===== config.mk =====
export PLATFORM = sky130hd
export DESIGN_NAME = sat_accum
export DESIGN_NICKNAME = d
export VERILOG_FILES = /design/src/rtl/sat_pkg.sv /design/src/rtl/sat_lane.sv /design/src/rtl/sat_accum.sv
export SDC_FILE = /design/constraint.sdc
export NUM_CORES = 1
export LEC_CHECK = 0
export ABC_CLOCK_PERIOD_IN_PS = 7390
export BUFFER_PORTS_ARGS = -buffer_cell sky130_fd_sc_hd__buf_4
export CAP_MARGIN = 10
export CORE_ASPECT_RATIO = 1.2
export CORE_MARGIN = 2
export CORE_UTILIZATION = 30
export CTS_CLUSTER_DIAMETER = 30
export CTS_CLUSTER_SIZE = 8
export DETAILED_ROUTE_END_ITERATION = 6
export PLACE_DENSITY = 0.52
export SLEW_MARGIN = 20
export SYNTH_ARGS = -nofsm -noshare
export SYNTH_HDL_FRONTEND = slang
export SYNTH_SLANG_ARGS = --single-unit
export TNS_END_PERCENT = 50

===== constraint.sdc =====
create_clock -name clk -period 7.39 [get_ports clk]
set_clock_uncertainty 0.15 [all_clocks]
set_input_delay 0 -clock clk [delete_from_list [all_inputs] [get_ports clk]]
set_output_delay 0 -clock clk [all_outputs]
set_load 0.01 [all_outputs]

===== src/rtl/sat_pkg.sv =====
// Shared definitions for the saturating accumulator: operation codes and
// per-width saturation limits.
package sat_pkg;

    typedef enum logic [1:0] {
        OP_CLEAR = 2'd0,
        OP_LOAD  = 2'd1,
        OP_ADD   = 2'd2,
        OP_SUB   = 2'd3
    } op_e;

    // Limits are returned as 64-bit patterns; callers cast down to their width.
    function automatic logic [63:0] smax(input int width);
        return (64'd1 << (width - 1)) - 64'd1;
    endfunction

    function automatic logic [63:0] smin(input int width);
        return 64'd1 << (width - 1);
    endfunction

    function automatic logic [63:0] umax(input int width);
        return (width >= 64) ? '1 : ((64'd1 << width) - 64'd1);
    endfunction

endpackage


===== src/rtl/sat_lane.sv =====
// One accumulator lane: add or subtract at WIDTH+1 bits, then clamp to the
// signed or unsigned range. Purely combinational.
module sat_lane
    import sat_pkg::*;
#(
    parameter int WIDTH = 8
) (
    input  logic [WIDTH-1:0] a,
    input  logic [WIDTH-1:0] b,
    input  logic             sub,
    input  logic             is_signed,
    output logic [WIDTH-1:0] result,
    output logic             sat
);

    localparam logic [WIDTH-1:0] SMAX = WIDTH'(smax(WIDTH));
    localparam logic [WIDTH-1:0] SMIN = WIDTH'(smin(WIDTH));
    localparam logic [WIDTH-1:0] UMAX = WIDTH'(umax(WIDTH));

    logic [WIDTH:0] ext_a;
    logic [WIDTH:0] ext_b;
    logic [WIDTH:0] sum;

    // The extra bit holds every signed sum/difference exactly (including
    // 0 - MIN), so overflow shows as the top two bits disagreeing; in
    // unsigned mode the top bit is the carry or borrow.
    always_comb begin
        ext_a  = {is_signed & a[WIDTH-1], a};
        ext_b  = {is_signed & b[WIDTH-1], b};
        sum    = sub ? (ext_a - ext_b) : (ext_a + ext_b);
        result = sum[WIDTH-1:0];
        sat    = 1'b0;
        if (is_signed) begin
            if (sum[WIDTH] != sum[WIDTH-1]) begin
                sat    = 1'b1;
                result = sum[WIDTH] ? SMIN : SMAX;
            end
        end else if (sum[WIDTH]) begin
            sat    = 1'b1;
            result = sub ? '0 : UMAX;
        end
    end

endmodule


===== src/rtl/sat_accum.sv =====
// Multi-lane saturating accumulator with per-lane pulse and sticky
// saturation flags. All state lives here; lanes are combinational.
module sat_accum
    import sat_pkg::*;
#(
    parameter int WIDTH = 8,
    parameter int LANES = 4
) (
    input  logic                   clk,
    input  logic                   rst,
    input  logic                   in_valid,
    input  logic [1:0]             op,
    input  logic                   is_signed,
    input  logic [LANES*WIDTH-1:0] in_data,
    input  logic                   flag_clr,
    output logic [LANES*WIDTH-1:0] acc,
    output logic                   out_valid,
    output logic [LANES-1:0]       sat_pulse,
    output logic [LANES-1:0]       sat_sticky
);

    op_e                    op_q;
    logic                   is_sub;
    logic                   is_arith;
    logic [LANES*WIDTH-1:0] lane_res;
    logic [LANES-1:0]       lane_sat;
    logic [LANES-1:0]       new_sat;

    assign op_q     = op_e'(op);
    assign is_sub   = (op_q == OP_SUB);
    assign is_arith = (op_q == OP_ADD) || (op_q == OP_SUB);
    assign new_sat  = (in_valid && is_arith) ? lane_sat : '0;

    for (genvar i = 0; i < LANES; i++) begin : g_lane
        sat_lane #(
            .WIDTH(WIDTH)
        ) u_lane (
            .a        (acc[i*WIDTH +: WIDTH]),
            .b        (in_data[i*WIDTH +: WIDTH]),
            .sub      (is_sub),
            .is_signed(is_signed),
            .result   (lane_res[i*WIDTH +: WIDTH]),
            .sat      (lane_sat[i])
        );
    end

    // Register the selected operation result and flags; a fresh saturation
    // overrides a simultaneous flag clear.
    always_ff @(posedge clk or posedge rst) begin
        if (rst) begin
            acc        <= '0;
            out_valid  <= 1'b0;
            sat_pulse  <= '0;
            sat_sticky <= '0;
        end else begin
            out_valid  <= in_valid;
            sat_pulse  <= new_sat;
            sat_sticky <= (flag_clr ? '0 : sat_sticky) | new_sat;
            if (in_valid) begin
                unique case (op_q)
                    OP_CLEAR: acc <= '0;
                    OP_LOAD:  acc <= in_data;
                    OP_ADD,
                    OP_SUB:   acc <= lane_res;
                endcase
            end
        end
    end

endmodule

=== Word level (Yosys, flattened, before mapping) ===
Cells that the tools add are included.

* Bitwise gates (word level): 9
* Reductions and logical operators: 4
* Multiplexer cells: 36
* Equal/unequal tests: 7
* Add/sub/neg operators: 8

{| class="wikitable"
|+ Operator list
! kind !! number
|-
| 8-bit 2-to-1 mux || 17
|-
| 32-bit one-hot mux with 3 select lines || 1
|-
| 9-bit adder || 4
|-
| 9-bit 2-to-1 mux || 4
|-
| 9-bit subtractor || 4
|-
| 1-bit 2-to-1 mux || 12
|-
| 1-bit bitwise AND || 8
|-
| 4-bit 2-to-1 mux || 2
|-
| 2-bit == test (second input constant) || 2
|-
| 1-bit inequality test || 4
|-
| 4-bit OR || 1
|-
| 2-bit by 1-bit == test with 1-bit output (second input constant) || 1
|-
| 2-bit logical NOT || 1
|-
| 2-bit OR reduction || 1
|-
| 1-bit logical AND || 1
|-
| 1-bit logical OR || 1
|}

* Input bits: 39
* Bits in registers: 41
* Logic and storage cells: 68

=== Longest topological paths before layout ===
Gate-level depths: netlist of run 1.

* Depth in word-level cells: 8
* Mapped depth: 19

=== By module ===
A second synthesis of run 1 with hierarchy kept.

* Cells, all modules: 550
* Area, all modules: 4677.0 um2

{| class="wikitable"
|+ By module, submodules not included
! module !! cells each !! area each (um2) !! instances !! seq. area each (um2)
|-
| sat_lane || 88 || 701.9 || 4 || 0.0
|-
| sat_accum || 198 || 1869.3 || 1 || 1026.0
|}

=== Least setup slack after synthesis of run 1 ===
No wires, ideal clock.

* Path type: input-to-reg
* Start point: input op[0]
* End point: register acc[12]
* Path slack: 3.546 ns
* Library setup time: 0.126 ns
* Buffers on the path: 3
* Arrival time: 3.569 ns
* Required time: 7.114 ns
* Stages: 16
* Cell sequence: buf_2 nand2_1 clkbuf_1 clkbuf_1 o21ai_0 fa_1 nand2b_1 a31oi_1 o211a_1 nor2_1 xor2_1 ha_1 and2_1 nor3b_2 o21ai_0 a221o_1

* Longest elaborated chain between the ends: 6

{| class="wikitable"
|+ RTL lines
! element !! line !! source
|-
| start, declared || sat_accum.sv:12 || <nowiki>input logic [1:0] op,</nowiki>
|-
| 2-bit == test || sat_accum.sv:30, sat_accum.sv:60 ||
|-
| 9-bit 2-to-1 mux || sat_lane.sv:30 || <nowiki>sum = sub ? (ext_a - ext_b) : (ext_a + ext_b);</nowiki>
|-
| 8-bit 2-to-1 mux / 1-bit inequality test (equally long branches) || sat_lane.sv:36, sat_lane.sv:34 ||
|-
| 8-bit 2-to-1 mux || sat_lane.sv:34 || <nowiki>if (sum[WIDTH] != sum[WIDTH-1]) begin</nowiki>
|-
| 8-bit 2-to-1 mux || sat_lane.sv:33 || <nowiki>if (is_signed) begin</nowiki>
|-
| 32-bit one-hot mux with 3 select lines (*) || sat_accum.sv:60 || <nowiki>unique case (op_q)</nowiki>
|-
| end signal, assigned || sat_accum.sv:62 || <nowiki>OP_LOAD: acc <= in_data;</nowiki>
|-
| end signal, assigned || sat_accum.sv:64 || <nowiki>OP_SUB: acc <= lane_res;</nowiki>
|-
| end, declared || sat_accum.sv:16 || <nowiki>output logic [LANES*WIDTH-1:0] acc,</nowiki>
|}

Every way passes the cells marked *; elsewhere a longest branch is shown, timed or not.
A chain may end at the register's enable or synchronous reset.

=== Final worst setup path of run 1 ===
* Start point: input op[1]
* End point: register acc[12]

The elaborated chain is that of the path after synthesis.

==> flow_summary.json, run 1 <==
{
  "comb_power_share_pct": 67.4,
  "worstPathArrival_ns": 4.74,
  "synthCells": 537,
  "die_width_um": 114,
  "yosys_warnings": 0,
  "synth_top_area_share_pct": 23.4,
  "crit_family": "simple AND/OR/NAND/NOR gates",
  "leakagePower_nw": 2.60,
  "die_h_um": 136,
  "critical_path_class": "in2reg",
  "core_um2": 14400,
  "synth_edf_count": 0,
  "cts-root-buf": "clkbuf_16",
  "synthTopCellsByCount": "nand2_1 (44), ha_1 (42), dfrtp_1 (41)",
  "grt_pass1_wl_mm": 21.5,
  "antenna_found_initial": 0,
  "synth_area_leader_cell": "dfrtp_1",
  "min_path_cells": 4,
  "yosysMostFrequentCell": "nand2_1",
  "wl_met3_um": 347,
  "setup_tns_ns": 0,
  "synthFlopType": "dfrtp_1",
  "tightest_slew_ns": 0.966,
  "first_pass_iters": 4,
  "instances_no_fill": 817,
  "final_util_pct": 39.5,
  "post-route-drc-count": 0,
  "min_to": "acc[23]$_DFFE_PP0P_",
  "grt_pass1_vias": 4297,
  "seq_area_um2": 1030,
  "fp-row-count": 48,
  "crit_path_start_kind": "primary input",
  "rsz0062_at_grt": "no",
  "cts_tree": "built",
  "routed.top_layer": "met4",
  "fin_crit_sh_pct": 63.7,
  "end_kind": "flip-flop",
  "relSlewSlack_pct": 35.5,
  "wl_met1_mm": 6.03,
  "cp_num_buf_inv": 2,
  "crit_slowest_cell": "nand2_1",
  "worstPathMaxFanout": 22,
  "syn_to_final_growth_pct": 29.2,
  "synth_area_per_cell_um2": 8.17,
  "setup_viol": 0,
  "p_clk_share_pct": 12.9,
  "hp-start": "in_data[23]",
  "globalRouteTotalUtil_pct": 17.2,
  "fillers": 1462,
  "io_pins": 80,
  "timing.rr.end": "acc[12]$_DFFE_PP0P_",
  "met2_length_mm": 6.73,
  "grt_max_degree": 42,
  "reg2regPathDepth": 13,
  "diodes": 0,
  "multi_input_area_um2": 3140,
  "place_congestion": 0.850,
  "seq_power_share_pct": 19.7,
  "ir_drop_mv": 0.109,
  "yosys_register_bits": 41,
  "post-place-ws_ns": 2.95,
  "cts_buffer_depth": 2,
  "dp_hpwl_mm": 9.67,
  "hold_path.class": "in2reg",
  "p_sw_mw": 0.966,
  "clk_latency_ns": 0.29,
  "hold_viol": 0,
  "p_int_mw": 1.16,
  "cts_buffers": 5,
  "setup_slack_ns": 2.68,
  "synthArstFlopShare_pct": 100,
  "drv_cap": 0,
  "htreeDepth": 2,
  "layout.nets": 726,
  "placedCellCount": 773,
  "synth_area_um2": 4390,
  "drt_first_iter_violations": 152,
  "grt-ovfl-total": 0,
  "cp_data_required_time_ns": 7.42,
  "drive_gt1_share_pct": 16.5,
  "vias": 4266,
  "r2r_start": "acc[8]$_DFFE_PP0P_",
  "viasPerCell": 5.22,
  "synth_cell_types": 67,
  "numPortBuffers": 79,
  "max_freq_mhz": 213,
  "start_util_pct": 30.6,
  "synth_area_leaders": "dfrtp_1 (23%), ha_1 (12%), xor2_1 (4.8%)",
  "status": "finished, final reports clean",
  "cpPeakStageDelay_ns": 0.56,
  "cts.clk_slew.worst_paths_ns": 0.07,
  "worstPathCellList": "dlygate4sd3_1 -> buf_4 -> nand2_1 -> o21ai_0 -> fa_1 -> nand2b_1 -> a31oi_1 -> o211a_1 -> nor2_1 -> xor2_1 -> ha_1 -> and2_1 -> nor3b_2 -> o21ai_0 -> a221o_1",
  "final_antenna_net_count": 0,
  "crit_top_cell": "o21ai_0",
  "syn-num-nets": 622,
  "clock-sinks": 41,
  "p_per_area_nw_per_um2": 375,
  "swShare_pct": 45.5,
  "wl_per_cell_um": 16.3,
  "routed_wl_mm": 13.3,
  "slew_viol_final": 0,
  "timing.final.crit_period_ns": 4.71,
  "r2r_slack_ns": 3.44,
  "seq_area_frac_synth_pct": 23.4,
  "die_area_um2": 15600
}
## through the flow
stage	hold WS (ns)	power, mW	area, um^2
detailed placement	0.103	1.84	5130
CTS	0.0629	2.15	5670
floorplan	-0.119	1.40	4390
global placement	0.104	1.81	5130
global route	0.106	2.33	5670
finish	0.0559	2.13	5670
## area by class of cell
| class | count | area share [%] |
|---|---|---|
| Clock buffer | 7 | 2.52 |
| Clock inverter | 1 | 0.530 |
| Inverter | 37 | 2.45 |
| Multi-Input combinational cell | 439 | 55.5 |
| Sequential cell | 41 | 18.1 |
| Tap cell | 175 | 3.86 |
| Timing Repair Buffer | 117 | 17.1 |
## worst reg2reg max path: cells and delay by family (launching register included)
kind                     cells  cell delay [ns]
XOR/XNOR                     1             0.36
buffers and inverters        1             0.06
flip-flops                   1             0.36
AO/OA/AOI/OAI                4             1.03
AND/OR/NAND/NOR              4             0.95
adder cells (fa/ha/maj)      3             0.91
## cells by family (layout without fill, tap and decap cells)
family	count (synthesis)	after routing	synth area share (%)
flip-flops	41	41	23.4
multiplexers	4	4	0.941
adder cells (fa/ha/maj)	46	46	13.8
AND/OR/NAND/NOR	182	182	22.1
buffers and inverters	57	162	4.99
AO/OA/AOI/OAI	160	160	25.0
XOR/XNOR	47	47	9.81
## worst max-delay path by stage
stage | from | end | slack (ns) | depth (start not counted)
after floorplan | op[0] | acc[12]$_DFFE_PP0P_ | 3.55 | 16
after global placement | in_data[9] | acc[12]$_DFFE_PP0P_ | 2.98 | 16
after detailed placement | in_data[1] | acc[4]$_DFFE_PP0P_ | 2.95 | 15
after CTS | in_data[1] | acc[4]$_DFFE_PP0P_ | 2.68 | 16
after global routing | op[1] | acc[4]$_DFFE_PP0P_ | 2.37 | 15
final | op[1] | acc[12]$_DFFE_PP0P_ | 2.68 | 15
## registers in the layout, summed over array words and instances, names as in the netlist
signal	count
sat_pulse	4
sat_sticky	4
acc	32
out_valid	1
## power groups by stage
| stage | registers [mW] | logic (mW) | clock network, mW |
|---|---|---|---|
| after global routing | 0.434 | 1.61 | 0.286 |
| after floorplan | 0.445 | 0.957 | 0 |
| final | 0.419 | 1.43 | 0.274 |
| after CTS | 0.421 | 1.45 | 0.279 |
| after global placement | 0.422 | 1.39 | 0 |
| after detailed placement | 0.422 | 1.42 | 0 |
## cells in the final DEF, fill, tap and decap left out, drive strengths merged, types with 3 or more instances in the layout
| master | n |
|---|---|
| inv | 36 |
| a31oi | 5 |
| and2 | 4 |
| nand2 | 44 |
| o221ai | 4 |
| o31a | 3 |
| o31ai | 8 |
| or4 | 4 |
| fa | 4 |
| or3 | 3 |
| xnor2 | 23 |
| ha | 42 |
| o21a | 7 |
| dfrtp | 41 |
| nand2b | 10 |
| a211oi | 11 |
| nor3 | 9 |
| buf | 81 |
| dlygate4sd3 | 36 |
| o211ai | 3 |
| o22ai | 5 |
| xor2 | 24 |
| nand3 | 10 |
| mux2i | 3 |
| nor2b | 30 |
| a21oi | 40 |
| nor4b | 3 |
| nor4 | 5 |
| nor2 | 40 |
| a221o | 14 |
| nand3b | 3 |
| o21ai | 43 |
| clkbuf | 7 |
| and3 | 8 |
## what timing repair did
item / CTS / global route
hold buffers: 36 / 0
buffers inserted: 0 / 0
hold endpoints to repair: 77 / 0
resized for setup: 0 / 0
## routing by layer
metal  track usage [%]  up-vias
met4              4.74        0
met3              2.23       17
met5                 0        -
li1                  -     2147
met2              30.1       64
met1              21.9     2038
Note: power is estimated with default switching activity, not from simulation.
==> inputs of run 2 (changes only) <==
- ABC_CLOCK_PERIOD_IN_PS: 7390 -> 4400
- clock period: 7.39 -> 4.4 ns (I/O delays scaled with it)
==> flow_summary.json, run 2 (synthesis gave the netlist of run 1 again) <==
{
  "status": "finished, final reports clean",
  "cts-root-buf": "clkbuf_16",
  "layout.nets": 731,
  "worstPathCellList": "dlygate4sd3_1 -> buf_4 -> inv_1 -> ha_1 -> nor4b_4 -> buf_4 -> a21oi_1 -> xnor2_1 -> ha_1 -> or3_1 -> o211a_1 -> nor2_1 -> xor2_2 -> ha_1 -> and2_1 -> nor3b_2 -> buf_4 -> o21ai_0 -> a221o_1",
  "clk_latency_ns": 0.29,
  "slew_viol_final": 0,
  "drive_gt1_share_pct": 17.8,
  "die_width_um": 114,
  "end_kind": "flip-flop",
  "multi_input_area_um2": 3170,
  "routed_wl_mm": 13.3,
  "fin_crit_sh_pct": 93.6,
  "placedCellCount": 777,
  "reg_top3": "acc x32, sat_pulse x4, sat_sticky x4",
  "crit_path_start_kind": "primary input",
  "cts.clk_slew.worst_paths_ns": 0.06,
  "vias": 4325,
  "antenna_found_initial": 0,
  "largest_reg_flops": 32,
  "p_int_mw": 1.94,
  "drt_first_iter_violations": 163,
  "cts_buffers": 5,
  "final_cell_mix": "buf_4 (87), nand2_1 (44), ha_1 (42)",
  "p_sw_mw": 1.64,
  "grt_pass1_vias": 4234,
  "place_congestion": 0.869,
  "syn_to_final_growth_pct": 30.0,
  "leakagePower_nw": 2.61,
  "htreeDepth": 2,
  "dpl_cell_area_um2": 5160,
  "cts_tree": "built",
  "hold_viol": 0,
  "die_h_um": 136,
  "cts_buffer_depth": 2,
  "p_clk_share_pct": 10.9,
  "grt_pass1_wl_mm": 21.6,
  "wl_per_cell_um": 16.3,
  "fp-row-count": 48,
  "seq_power_share_pct": 19.8,
  "cp_data_required_time_ns": 4.42,
  "p_per_area_nw_per_um2": 626,
  "worstPathArrival_ns": 4.14,
  "grt-ovfl-total": 0,
  "post-route-drc-count": 0,
  "crit_family": "simple AND/OR/NAND/NOR gates",
  "timing.final.crit_period_ns": 4.12,
  "io_pins": 80,
  "drv_cap": 0,
  "setup_tns_ns": 0,
  "first_pass_iters": 4,
  "tightest_slew_ns": 0.844,
  "clock-sinks": 41,
  "start_util_pct": 30.6,
  "viasPerCell": 5.27,
  "layout_commonest_cell": "buf_4",
  "critical_path_class": "in2reg",
  "fillers": 1452,
  "ir_drop_mv": 0.251,
  "rsz0062_at_grt": "no",
  "fin_area_um2": 5700,
  "numPortBuffers": 79,
  "hold_path.class": "in2reg",
  "instances_no_fill": 821,
  "die_area_um2": 15600,
  "dp_hpwl_mm": 9.60,
  "crit_slowest_cell": "dlygate4sd3_1",
  "relSlewSlack_pct": 43.8,
  "setup_viol": 0,
  "finalPower_mw": 3.57,
  "worstPathMaxFanout": 8,
  "seq_area_um2": 1030,
  "max_freq_mhz": 243,
  "cp_num_buf_inv": 5,
  "final_antenna_net_count": 0,
  "top_register": "acc",
  "diodes": 0,
  "cpPeakStageDelay_ns": 0.55,
  "globalRouteTotalUtil_pct": 17.3,
  "swShare_pct": 45.8,
  "comb_power_share_pct": 69.3,
  "grt_max_degree": 42,
  "core_um2": 14400
}
==> run 2: worst min-delay path, delay by kind of cell <==
kind | cells | cell delay [ns]
and+or+nand+nor | 3 | 0.27
buffers and inverters | 1 | 0.14
==> run 2: worst paths after layout <==
kind | from | end | slack [ns] | cells after the start
max reg2reg | acc[8]$_DFFE_PP0P_ | acc[12]$_DFFE_PP0P_ | 0.74 | 14
max in group asynchronous | rst | acc[26]$_DFFE_PP0P_ | 3.33 | 3
min in group asynchronous | rst | acc[20]$_DFFE_PP0P_ | 0.25 | 3
min | op[0] | acc[15]$_DFFE_PP0P_ | 0.02 | 4
min reg2reg | sat_sticky[0]$_DFF_PP0_ | sat_sticky[0]$_DFF_PP0_ | 0.40 | 2
max | in_data[8] | acc[12]$_DFFE_PP0P_ | 0.28 | 19
==> run 2: power by group through the flow <==
| stage | sequential, mW | clock [mW] | combinational, mW |
|---|---|---|---|
| floorplan | 0.747 | 0 | 1.61 |
| global placement | 0.709 | 0 | 2.37 |
| detailed placement | 0.711 | 0 | 2.40 |
| CTS | 0.708 | 0.407 | 2.44 |
| global route | 0.732 | 0.416 | 2.78 |
| finish | 0.706 | 0.390 | 2.48 |
==> run 2: final cells by class <==
cell class,instances,share of cell area [%]
clock buffer,7,2.50
inverter,37,2.46
multi-input combinational,439,55.6
tap,175,3.84
sequential,41,18.0
timing repair buffer,122,17.6
==> run 2: per-layer routing <==
layer	GRT usage, %	share of wire [%]	vias to the layer above
li1	-	-	2154
met1	21.9	44	2074
met2	31.3	51	84
met3	2.10	3.7	13
met4	3.86	1.2	0
met5	0	0	-
==> run 2: timing repair <==
action,in CTS,in global routing
endpoints found under the hold margin,77,0
gates resized for setup,0,5
hold buffers,35,0
setup buffers,0,2
setup endpoints to repair,0,21
==> run 2: per-stage QoR <==
| step | hold slack, ns | utilization [%] | setup slack (ns) |
|---|---|---|---|
| finish | 0.0161 | 39.7 | 0.280 |
| global route | 0.0964 | 39.7 | 0.0253 |
| CTS | 0.00709 | 39.4 | 0.121 |
| detailed placement | 0.0993 | 36.0 | 0.390 |
| global placement | 0.0964 | 36.0 | 0.431 |
| floorplan | -0.119 | - | 0.556 |
==> inputs of run 3 (changes only) <==
- CORE_UTILIZATION: 30 -> 50
- PLACE_DENSITY: 0.52 -> 0.77
==> flow_summary.json, run 3 (synthesis gave the netlist of run 1 again) <==
{
  "die_area_um2": 9540,
  "final_util_pct": 65.4,
  "p_per_area_nw_per_um2": 619,
  "dpl_cell_area_um2": 5090,
  "fillers": 744,
  "first_pass_iters": 4,
  "final_antenna_net_count": 0,
  "cts-root-buf": "clkbuf_8",
  "htreeDepth": 2,
  "drv_cap": 0,
  "syn_to_final_growth_pct": 27.6,
  "io_pins": 80,
  "worstPathCellList": "dlygate4sd3_1 -> buf_4 -> nor4b_1 -> a21oi_1 -> xnor2_1 -> ha_1 -> or3_1 -> o211a_1 -> nor2_1 -> xor2_2 -> ha_1 -> and2_1 -> nor3b_4 -> o21ai_0 -> a221o_1",
  "top_register": "acc",
  "instances_no_fill": 766,
  "wl_per_cell_um": 16.3,
  "holdWs_ns": 0.0515,
  "max_freq_mhz": 244,
  "placedCellCount": 719,
  "place_congestion": 0.883,
  "crit_slowest_cell": "dlygate4sd3_1",
  "crit_top_cell": "ha_1",
  "cts_buffers": 5,
  "cts_buffer_depth": 2,
  "fin_crit_sh_pct": 93.0,
  "die_h_um": 107,
  "grt_max_degree": 42,
  "worstPathMaxFanout": 9,
  "relSlewSlack_pct": 50.9,
  "viasPerCell": 5.83,
  "grt_pass1_vias": 4461,
  "fp-row-count": 37,
  "rsz0062_at_grt": "no",
  "crit_path_start_kind": "primary input",
  "leakagePower_nw": 2.60,
  "hold_path.class": "in2reg",
  "grt-ovfl-total": 0,
  "tightest_slew_ns": 0.736,
  "cp_num_buf_inv": 2,
  "grt_pass1_wl_mm": 20.4,
  "clock-sinks": 41,
  "antenna_found_initial": 0,
  "routed_wl_mm": 12.5,
  "start_util_pct": 51.2,
  "setup_viol": 0,
  "reg_top3": "acc x32, sat_pulse x4, sat_sticky x4",
  "end_kind": "flip-flop",
  "timing.final.crit_period_ns": 4.09,
  "dp_hpwl_mm": 8.65,
  "clk_latency_ns": 0.31,
  "r2r_slack_ns": 0.70,
  "slew_viol_final": 0,
  "worstPathArrival_ns": 4.14,
  "post-place-ws_ns": 0.230,
  "numPortBuffers": 79,
  "setup_tns_ns": 0,
  "cpPeakStageDelay_ns": 0.54,
  "cts.clk_slew.worst_paths_ns": 0.09,
  "layout.nets": 734,
  "vias": 4465,
  "status": "finished, final reports clean",
  "setup_slack_ns": 0.306,
  "ir_drop_mv": 0.313,
  "post-route-drc-count": 0,
  "crit_family": "simple AND/OR/NAND/NOR gates",
  "critical_path_class": "in2reg",
  "drive_gt1_share_pct": 17.7,
  "finalPower_mw": 3.47,
  "cts_tree": "built",
  "globalRouteTotalUtil_pct": 26.7,
  "largest_reg_flops": 32,
  "drt_first_iter_violations": 231,
  "final_cell_mix": "buf_4 (88), nand2_1 (44), ha_1 (42)",
  "cp_data_required_time_ns": 4.45,
  "diodes": 0,
  "core_um2": 8560,
  "die_width_um": 89.5,
  "fin_area_um2": 5600,
  "hold_viol": 0,
  "layout_commonest_cell": "buf_4"
}
-- run 3: worst min-delay path, cell delays in order --
cell and delay [ns]:
buf_4 0.15, nor3_1 0.18, a211o_1 0.14
-- run 3: per-layer routing --
| metal | track usage, % | up-vias | routed length, um |
|---|---|---|---|
| met5 | 0 | - | 0 |
| met4 | 10.3 | 0 | 269 |
| met3 | 4.23 | 25 | 570 |
| met2 | 45.8 | 116 | 6220 |
| met1 | 32.9 | 2164 | 5440 |
| li1 | - | 2160 | - |
-- run 3: layout make-up --
type	instances	area (um^2)	area share [%]
timing repair buffer	125	1030	18.4
inverter	37	139	2.48
multi-input combinational	439	3170	56.6
clock buffer	7	86.3	1.54
tap	117	146	2.62
sequential	41	1030	18.3
-- run 3: power breakdown --
| group | switching (mW) | total (mW) | internal (mW) |
|---|---|---|---|
| sequential | 0.149 | 0.696 | 0.547 |
| clock | 0.150 | 0.275 | 0.125 |
| combinational | 1.32 | 2.50 | 1.18 |
-- run 3: worst paths after layout --
| check | cells past startpoint | start | to |
|---|---|---|---|
| setup reg to reg | 13 | acc[8]$_DFFE_PP0P_ | acc[12]$_DFFE_PP0P_ |
| min in group asynchronous | 4 | rst | acc[4]$_DFFE_PP0P_ |
| setup / recovery | 15 | in_data[11] | acc[12]$_DFFE_PP0P_ |
| hold / removal | 3 | op[0] | acc[23]$_DFFE_PP0P_ |
| max in group asynchronous | 4 | rst | acc[20]$_DFFE_PP0P_ |
| hold reg to reg | 2 | sat_sticky[0]$_DFF_PP0_ | sat_sticky[0]$_DFF_PP0_ |
-- run 3: timing repair --
item | CTS | global route
buffers inserted | 0 | 3
gates resized for setup | 0 | 5
hold buffers | 37 | 0
setup endpoints to repair | 0 | 20
endpoints found under the hold margin | 77 | 0
